File: src/rtl/ddc_decim_rs.sv
// Decimate-by-R, round/saturate to DOUT_W, and buffer in a small output FIFO.
// Sticky flags report saturated kept samples and samples dropped on a full FIFO.
module ddc_decim_rs #(
  parameter int DIN_W      = 29,
  parameter int DOUT_W     = 16,
  parameter int SHIFT      = 13,
  parameter int FIFO_DEPTH = 4
) (
  input  logic              clk,
  input  logic              rst,
  input  logic [DIN_W-1:0]  din,
  input  logic              din_valid,
  input  logic [7:0]        dec_ratio,
  output logic [DOUT_W-1:0] dout,
  output logic              dout_valid,
  input  logic              dout_ready,
  output logic              sat_flag,
  output logic              ovf_flag,
  input  logic              flag_clr
);

  localparam int AW = $clog2(FIFO_DEPTH);
  localparam int TW = DIN_W + 1 - SHIFT;
  localparam logic [DIN_W:0] RND = {{(DIN_W+1-SHIFT){1'b0}}, 1'b1, {(SHIFT-1){1'b0}}};

  logic [7:0] phase;
  logic [7:0] reff;
  logic [7:0] reff_m1;
  logic       keep;

  // A ratio change that leaves phase past the new terminal count keeps the next sample.
  always_comb begin
    reff    = (dec_ratio == 8'd0) ? 8'd1 : dec_ratio;
    reff_m1 = reff - 8'd1;
    keep    = din_valid && (phase >= reff_m1);
  end

  always_ff @(posedge clk) begin
    if (rst) begin
      phase <= 8'd0;
    end else if (din_valid) begin
      phase <= keep ? 8'd0 : phase + 8'd1;
    end
  end

  logic [DIN_W:0] s1;
  logic           s1_v;
  logic           s1_unused;

  always_ff @(posedge clk) begin
    if (rst) begin
      s1_v <= 1'b0;
    end else begin
      s1_v <= keep;
    end
  end

  always_ff @(posedge clk) begin
    if (keep) begin
      s1 <= {din[DIN_W-1], din} + RND;
    end
  end

  assign s1_unused = ^s1[SHIFT-1:0];

  logic [TW-1:0]       t;
  logic [TW-DOUT_W:0]  t_upper;
  logic                fits;
  logic [DOUT_W-1:0]   s2_next;
  logic [DOUT_W-1:0]   s2;
  logic                s2_v;
  logic                sat_event;

  // t fits the output when all bits above the output sign bit match it.
  always_comb begin
    t       = s1[DIN_W:SHIFT];
    t_upper = t[TW-1:DOUT_W-1];
    fits    = (&t_upper) | ~(|t_upper);
    if (fits) begin
      s2_next = t[DOUT_W-1:0];
    end else if (t[TW-1]) begin
      s2_next = {1'b1, {(DOUT_W-1){1'b0}}};
    end else begin
      s2_next = {1'b0, {(DOUT_W-1){1'b1}}};
    end
    sat_event = s1_v && !fits;
  end

  always_ff @(posedge clk) begin
    if (rst) begin
      s2_v <= 1'b0;
    end else begin
      s2_v <= s1_v;
    end
  end

  always_ff @(posedge clk) begin
    if (s1_v) begin
      s2 <= s2_next;
    end
  end

  logic [DOUT_W-1:0] mem [FIFO_DEPTH];
  logic [AW-1:0]     wr_ptr;
  logic [AW-1:0]     rd_ptr;
  logic [AW:0]       count;
  logic              full;
  logic              pop;
  logic              push;
  logic              ovf_event;

  // A full FIFO still accepts a write when the head is popped on the same edge.
  always_comb begin
    full       = (count == (AW+1)'(FIFO_DEPTH));
    dout_valid = (count != '0);
    pop        = dout_valid && dout_ready;
    push       = s2_v && (!full || pop);
    ovf_event  = s2_v && full && !pop;
    dout       = mem[rd_ptr];
  end

  always_ff @(posedge clk) begin
    if (rst) begin
      wr_ptr <= '0;
      rd_ptr <= '0;
      count  <= '0;
      for (int i = 0; i < FIFO_DEPTH; i++) begin
        mem[i] <= '0;
      end
    end else begin
      if (push) begin
        mem[wr_ptr] <= s2;
        wr_ptr      <= wr_ptr + 1'b1;
      end
      if (pop) begin
        rd_ptr <= rd_ptr + 1'b1;
      end
      case ({push, pop})
        2'b10:   count <= count + 1'b1;
        2'b01:   count <= count - 1'b1;
        default: count <= count;
      endcase
    end
  end

  always_ff @(posedge clk) begin
    if (rst) begin
      sat_flag <= 1'b0;
      ovf_flag <= 1'b0;
    end else begin
      if (sat_event) begin
        sat_flag <= 1'b1;
      end else if (flag_clr) begin
        sat_flag <= 1'b0;
      end
      if (ovf_event) begin
        ovf_flag <= 1'b1;
      end else if (flag_clr) begin
        ovf_flag <= 1'b0;
      end
    end
  end

endmodule

File: config.mk
export PLATFORM = sky130hd
export DESIGN_NAME = ddc_decim_rs
export DESIGN_NICKNAME = d
export VERILOG_FILES = /design/src/rtl/ddc_decim_rs.sv
export SDC_FILE = /design/constraint.sdc
export NUM_CORES = 1
export LEC_CHECK = 0
export BUFFER_PORTS_ARGS = -buffer_cell sky130_fd_sc_hd__buf_2
export CORE_ASPECT_RATIO = 2
export CORE_MARGIN = 3
export CORE_UTILIZATION = 30
export CTS_CLUSTER_DIAMETER = 100
export DETAILED_ROUTE_END_ITERATION = 10
export SLEW_MARGIN = 20
export SYNTH_ARGS = -nofsm -noshare
export SYNTH_HDL_FRONTEND = slang
export SYNTH_SLANG_ARGS = --single-unit
File: constraint.sdc
create_clock -name clk -period 3.2 [get_ports clk]
set_input_delay 0.32 -clock clk [delete_from_list [all_inputs] [get_ports clk]]
set_output_delay 0.32 -clock clk [all_outputs]
set_load 0.02 [all_outputs]
== Word-level counts from Yosys, hierarchy flattened ==
Memory sizes are Yosys's and may differ from the RTL's. A register that Yosys moved wholly into a read port is not among the register bits.
Cells that the tools add are included.

* Memory bits (writable): 64
* Word-level logic and storage cells: 60
* Flip-flop bits (word level): 65
* Memories: 1
* Bits in latches: 0
* Memory bits (read-only): 0
* Input bits: 42

* Reduce and logical (&&, ||, !) cells: 18
* Divide/modulo/power cells: 0
* Add/sub/neg operators: 7
* Mux-type cells: 18
* $mul: 0
* $lt $le $gt $ge: 1
* Bitwise logic cells: 2
* Shifts and indexed selects: 0
* Equal/unequal tests: 3

{| class="wikitable"
|+ Memory list
! name !! depth !! width !! rd ports !! clocked after Yosys merged registers in !! write ports !! RTL line !! source
|-
| mem || 4 || 16 || 1 || 1 || 4 || 103 || <nowiki>logic [DOUT_W-1:0] mem [FIFO_DEPTH];</nowiki>
|}

{| class="wikitable"
|+ Operators with widths
! cell !! number
|-
| two-way mux 16 bit || 3
|-
| adder 29 x 14 -> 30 bit (second input constant) || 1
|-
| two-way mux 8 bit || 2
|-
| OR reduction 16 bit || 1
|-
| two-way mux 1 bit || 9
|-
| adder 8 x 1 -> 8 bit (second input constant) || 1
|-
| >= comparator 8 bit || 1
|-
| zero test 8 bit || 1
|-
| subtractor 8 x 1 -> 8 bit (second input constant) || 1
|-
| logical AND 1 bit || 6
|-
| two-way mux 2 bit || 3
|-
| one-hot mux 3 bit (2 select lines) || 1
|-
| nonzero test 2 bit || 3
|-
| adder 2 x 1 -> 2 bit (second input constant) || 2
|-
| adder 3 x 1 -> 3 bit (second input constant) || 1
|-
| equality test 3 bit (second input constant) || 1
|-
| zero test 1 bit || 3
|-
| nonzero test 3 bit || 1
|-
| subtractor 3 x 1 -> 3 bit (second input constant) || 1
|-
| equality test 2 x 1 -> 1 bit (second input constant) || 1
|-
| equality test 2 bit (second input constant) || 1
|-
| AND reduction 2 bit || 1
|-
| OR reduction 2 bit || 1
|-
| logical OR 1 bit || 1
|-
| other kinds (2) || 2
|}

== Depth between registers and ports, before layout ==
* Depth in word-level cells: 9
* Depth in mapped cells: 12
* Gate-level depth less buffers: 12

== Least setup slack after synthesis ==
OpenSTA, ideal clock, no wires.

* Path type: in2reg
* Start point: input dec_ratio[2]
* End point: register s1[13], enable pin
* Data arrival time: 3,031 ps
* Slack: -206 ps
* Stages: 12
* Library setup time: 375 ps
* Path through: or4_1 -> nor3_1 -> a21oi_1 -> ha_1 -> inv_1 -> or3_1 -> xor2_1 -> ha_1 -> nand2_1 -> a211o_1 -> o21ai_1 -> and2_1

* Word-level cells in the longest chain between the ends: 5

{| class="wikitable"
|+ RTL lines
! item !! RTL line !! source
|-
| start, declared || 13 || <nowiki>input logic [7:0] dec_ratio,</nowiki>
|-
| zero test 8 bit || 33 || <nowiki>reff = (dec_ratio == 8'd0) ? 8'd1 : dec_ratio;</nowiki>
|-
| two-way mux 8 bit * || 33 ||
|-
| subtractor 8 x 1 -> 8 bit * || 34 || <nowiki>reff_m1 = reff - 8'd1;</nowiki>
|-
| >= comparator 8 bit * || 35 || <nowiki>keep = din_valid && (phase >= reff_m1);</nowiki>
|-
| logical AND 1 bit * || 35 ||
|-
| named net keep || 29 || <nowiki>logic keep;</nowiki>
|-
| end signal, assigned || 60 || <nowiki>s1 <= {din[DIN_W-1], din} + RND;</nowiki>
|-
| end, declared || 46 || <nowiki>logic [DIN_W:0] s1;</nowiki>
|}

The timed path passes the listed nets; every way through them passes the cells marked *.
A chain may end at the register's enable or synchronous reset.

== Worst setup path in the final report ==
* Start point: input dec_ratio[3]
* End point: register s1[21], enable pin

The elaborated chain is that of the path after synthesis.

==> impl_metrics.json <==
{
  "cts_max_path_buffers": 2,
  "dieArea_um2": 20100,
  "final_net_count": 514,
  "cts.hold.buffers_added": 0,
  "max_fanout_on_critical_path": 17,
  "number_of_buffers_created_by_cts": 17,
  "grt_pass1_wl_um": 17700,
  "slew_headroom": 0.396,
  "layout_cells_sized_above_1": 0.246,
  "timing.critical_path.slowest_cell_delay_ps": 520,
  "clock_sink_count": 118,
  "result_of_the_run": "finished clean",
  "initialDrtViolationCount": 151,
  "crit_path_start_kind": "input port",
  "drv_slew": 0,
  "fin_worst_skew_ps": 5.29,
  "critical_path.slowest_cell": "or4_1",
  "postSynthNetCount": 458,
  "total_power_density_per_cell_area_nw_per_um2": 677,
  "grt_util_all_layers": 0.115,
  "vdd_ir_drop_max_mv": 0.327,
  "final_hpwl_dp_um": 7510,
  "place.detailed.instances": 652,
  "initial_util": 0.307,
  "critical_path.top_delay_family": "simple AND/OR/NAND/NOR gates",
  "setup-violations-final": 0,
  "drt_pass1_iterations": 4,
  "finalHoldViolations": 0,
  "asyncSetResetFlopFracSynth": 0,
  "grt_pass1_vias": 3552,
  "dr_total_vias": 3335,
  "worst_setup_ep_type": "flop",
  "post_drt_via_cell_ratio": 4.88,
  "die_x_um": 102,
  "areaGrowthSynthToFinish_pct": 20.3,
  "fp.coreArea_um2": 17900,
  "die_height_um": 197,
  "criticalPathCategory": "input port to flop",
  "required_arrival_time_at_the_worst_endpoint_ps": 3300,
  "wl_um": 10600,
  "synthesis.area_per_instance_um2": 13.7,
  "cts_tree": "yes",
  "synth_edf_count": 97,
  "top_level_ports": 61,
  "drc": 0,
  "worst_tran_pin_value_ps": 903,
  "ys_seq_elements": 118,
  "yosysWarningCount": 0,
  "post-route-cell-area_um2": 6610,
  "antenna_cells_inserted": 0,
  "hold_class": "input port to flop",
  "clock-root-buffer": "clkbuf_16",
  "gp_congestion": 0.762,
  "grt_setup_unrepaired": "no",
  "placement.cell_area_um2": 5970,
  "cts.repair.resized": 0,
  "yosys.cell_types.count": 52,
  "cts.reportedPaths.clkPinSlew_ps": 60,
  "critPathArrivalTime_ps": 2910,
  "placement.io_buffers": 48,
  "worstPathCellList": "buf_2 > or4_1 > nor3_1 > a21oi_1 > ha_1 > inv_1 > nor2_1 > xnor2_1 > ha_1 > nand2_1 > a211o_1 > o21ai_1 > and2_4",
  "grt-ovfl-total": 0,
  "pre_cts_slack_ps": -51.6,
  "final_min_period_over_clock_period": 0.877,
  "synth.yosys.seq_area_share": 0.607,
  "ant_nets": 0,
  "drv_cap": 0,
  "achievable-frequency_mhz": 356,
  "power_leakage_nw": 2.60,
  "synthesis.area_um2": 5490,
  "worst-path-buf-inv": 2,
  "cts_max_level": 4,
  "fp-row-count": 69,
  "postSynth.topFlopCell": "edfxtp_1",
  "timing.critical_path.mode_cell": "ha_1",
  "clock_insertion_delay_worst_skew_ps": 410,
  "finalWorstSetupSlack_ps": 393,
  "post_route_minimum_period_ps": 2810,
  "number_of_antenna_violations_at_the_first_check_in_global_routing": 0,
  "grt_max_degree": 49,
  "cts_setup_buffers": 0,
  "post_drt_wl_per_cell_um": 15.6,
  "stdcell_count": 684,
  "synthesis.instances": 402
}
## layout by cell type, fill, tap and decap left out, types with 13 or more instances in the layout
cell	n
xnor2_1	20
edfxtp_1	97
nor2_1	15
clkbuf_16	17
and3_1	35
and2_1	33
ha_1	13
buf_2	48
dfxtp_1	21
a21o_1	15
mux4_2	16
## worst register-to-register path: stages, from the launching register on
cell and delay, ps:
dfxtp_1 370, or4b_4 620, nand2_4 120, nor4_2 40
buf_4 210, or2_2 490
## registers in the layout, summed over array words and instances, names as in the netlist, named ones only
signal,flops
s2,16
mem,64
count,3
s1_v,1
sat_flag,1
wr_ptr,2
s2_v,1
s1,17
rd_ptr,2
phase,8
ovf_flag,1
## cell usage after synthesis, drive strengths merged (11+ instances only)
cell type	n	area, µm²
and3	35	219
nand2	12	52.6
dfxtp	21	420
and2	34	213
xnor2	20	175
edfxtp	97	2910
ha	13	163
nor2	16	62.6
mux4	16	360
a21o	15	113
nand3	11	55.1
clkbuf	14	52.6
## final timing paths
check	startpoint	cells after the start	to	slack (ps)
hold / removal	flag_clr	3	sat_flag	190
setup reg to reg	count[0]	5	mem[0][8]	1030
setup / recovery	dec_ratio[3]	13	s1[21]	390
hold reg to reg	sat_flag	2	sat_flag	470
## routing by layer
metal / wire length [µm] / global-route usage
met1: 3860 / 0.110
met4: 209 / 0.0567
met2: 6280 / 0.223
met5: 0 / 0
met3: 297 / 0.0247
## power by group
group / internal, W / leakage [nW] / total, W / switching [W]
combinational: 0.000294 / 1.16 / 0.000651 / 0.000357
clock: 0.00132 / 0.314 / 0.00205 / 0.000722
sequential: 0.00172 / 1.13 / 0.00178 / 0.0000579
## through the flow
stage	setup TNS [ps]	power [W]	hold slack (ps)	utilization
3_3_place_gp	0	0.00245	461	0.334
6_report	0	0.00447	193	0.370
4_1_cts	0	0.00454	170	0.370
5_1_grt	0	0.00467	195	0.370
3_5_place_dp	-859	0.00248	459	0.334
2_1_floorplan	0	0.00227	485	-
## cell type report
class | count | area (µm²)
fill | 1642 | 11300
sequential | 118 | 3330
multi-input combinational | 252 | 2010
clock buffer | 17 | 425
timing repair buffer | 59 | 323
tap | 213 | 267
clock inverter | 15 | 214
inverter | 10 | 37.5
## kinds of logic after synthesis
logic type | after synthesis | share of synthesized area
xor+xnor | 28 | 0.0447
buf+inv | 32 | 0.0280
compound gates | 46 | 0.0613
simple gates | 146 | 0.156
fa+ha+maj | 14 | 0.0333
flops | 118 | 0.607
mux | 18 | 0.0695
Note: power is estimated with default switching activity, not from simulation.
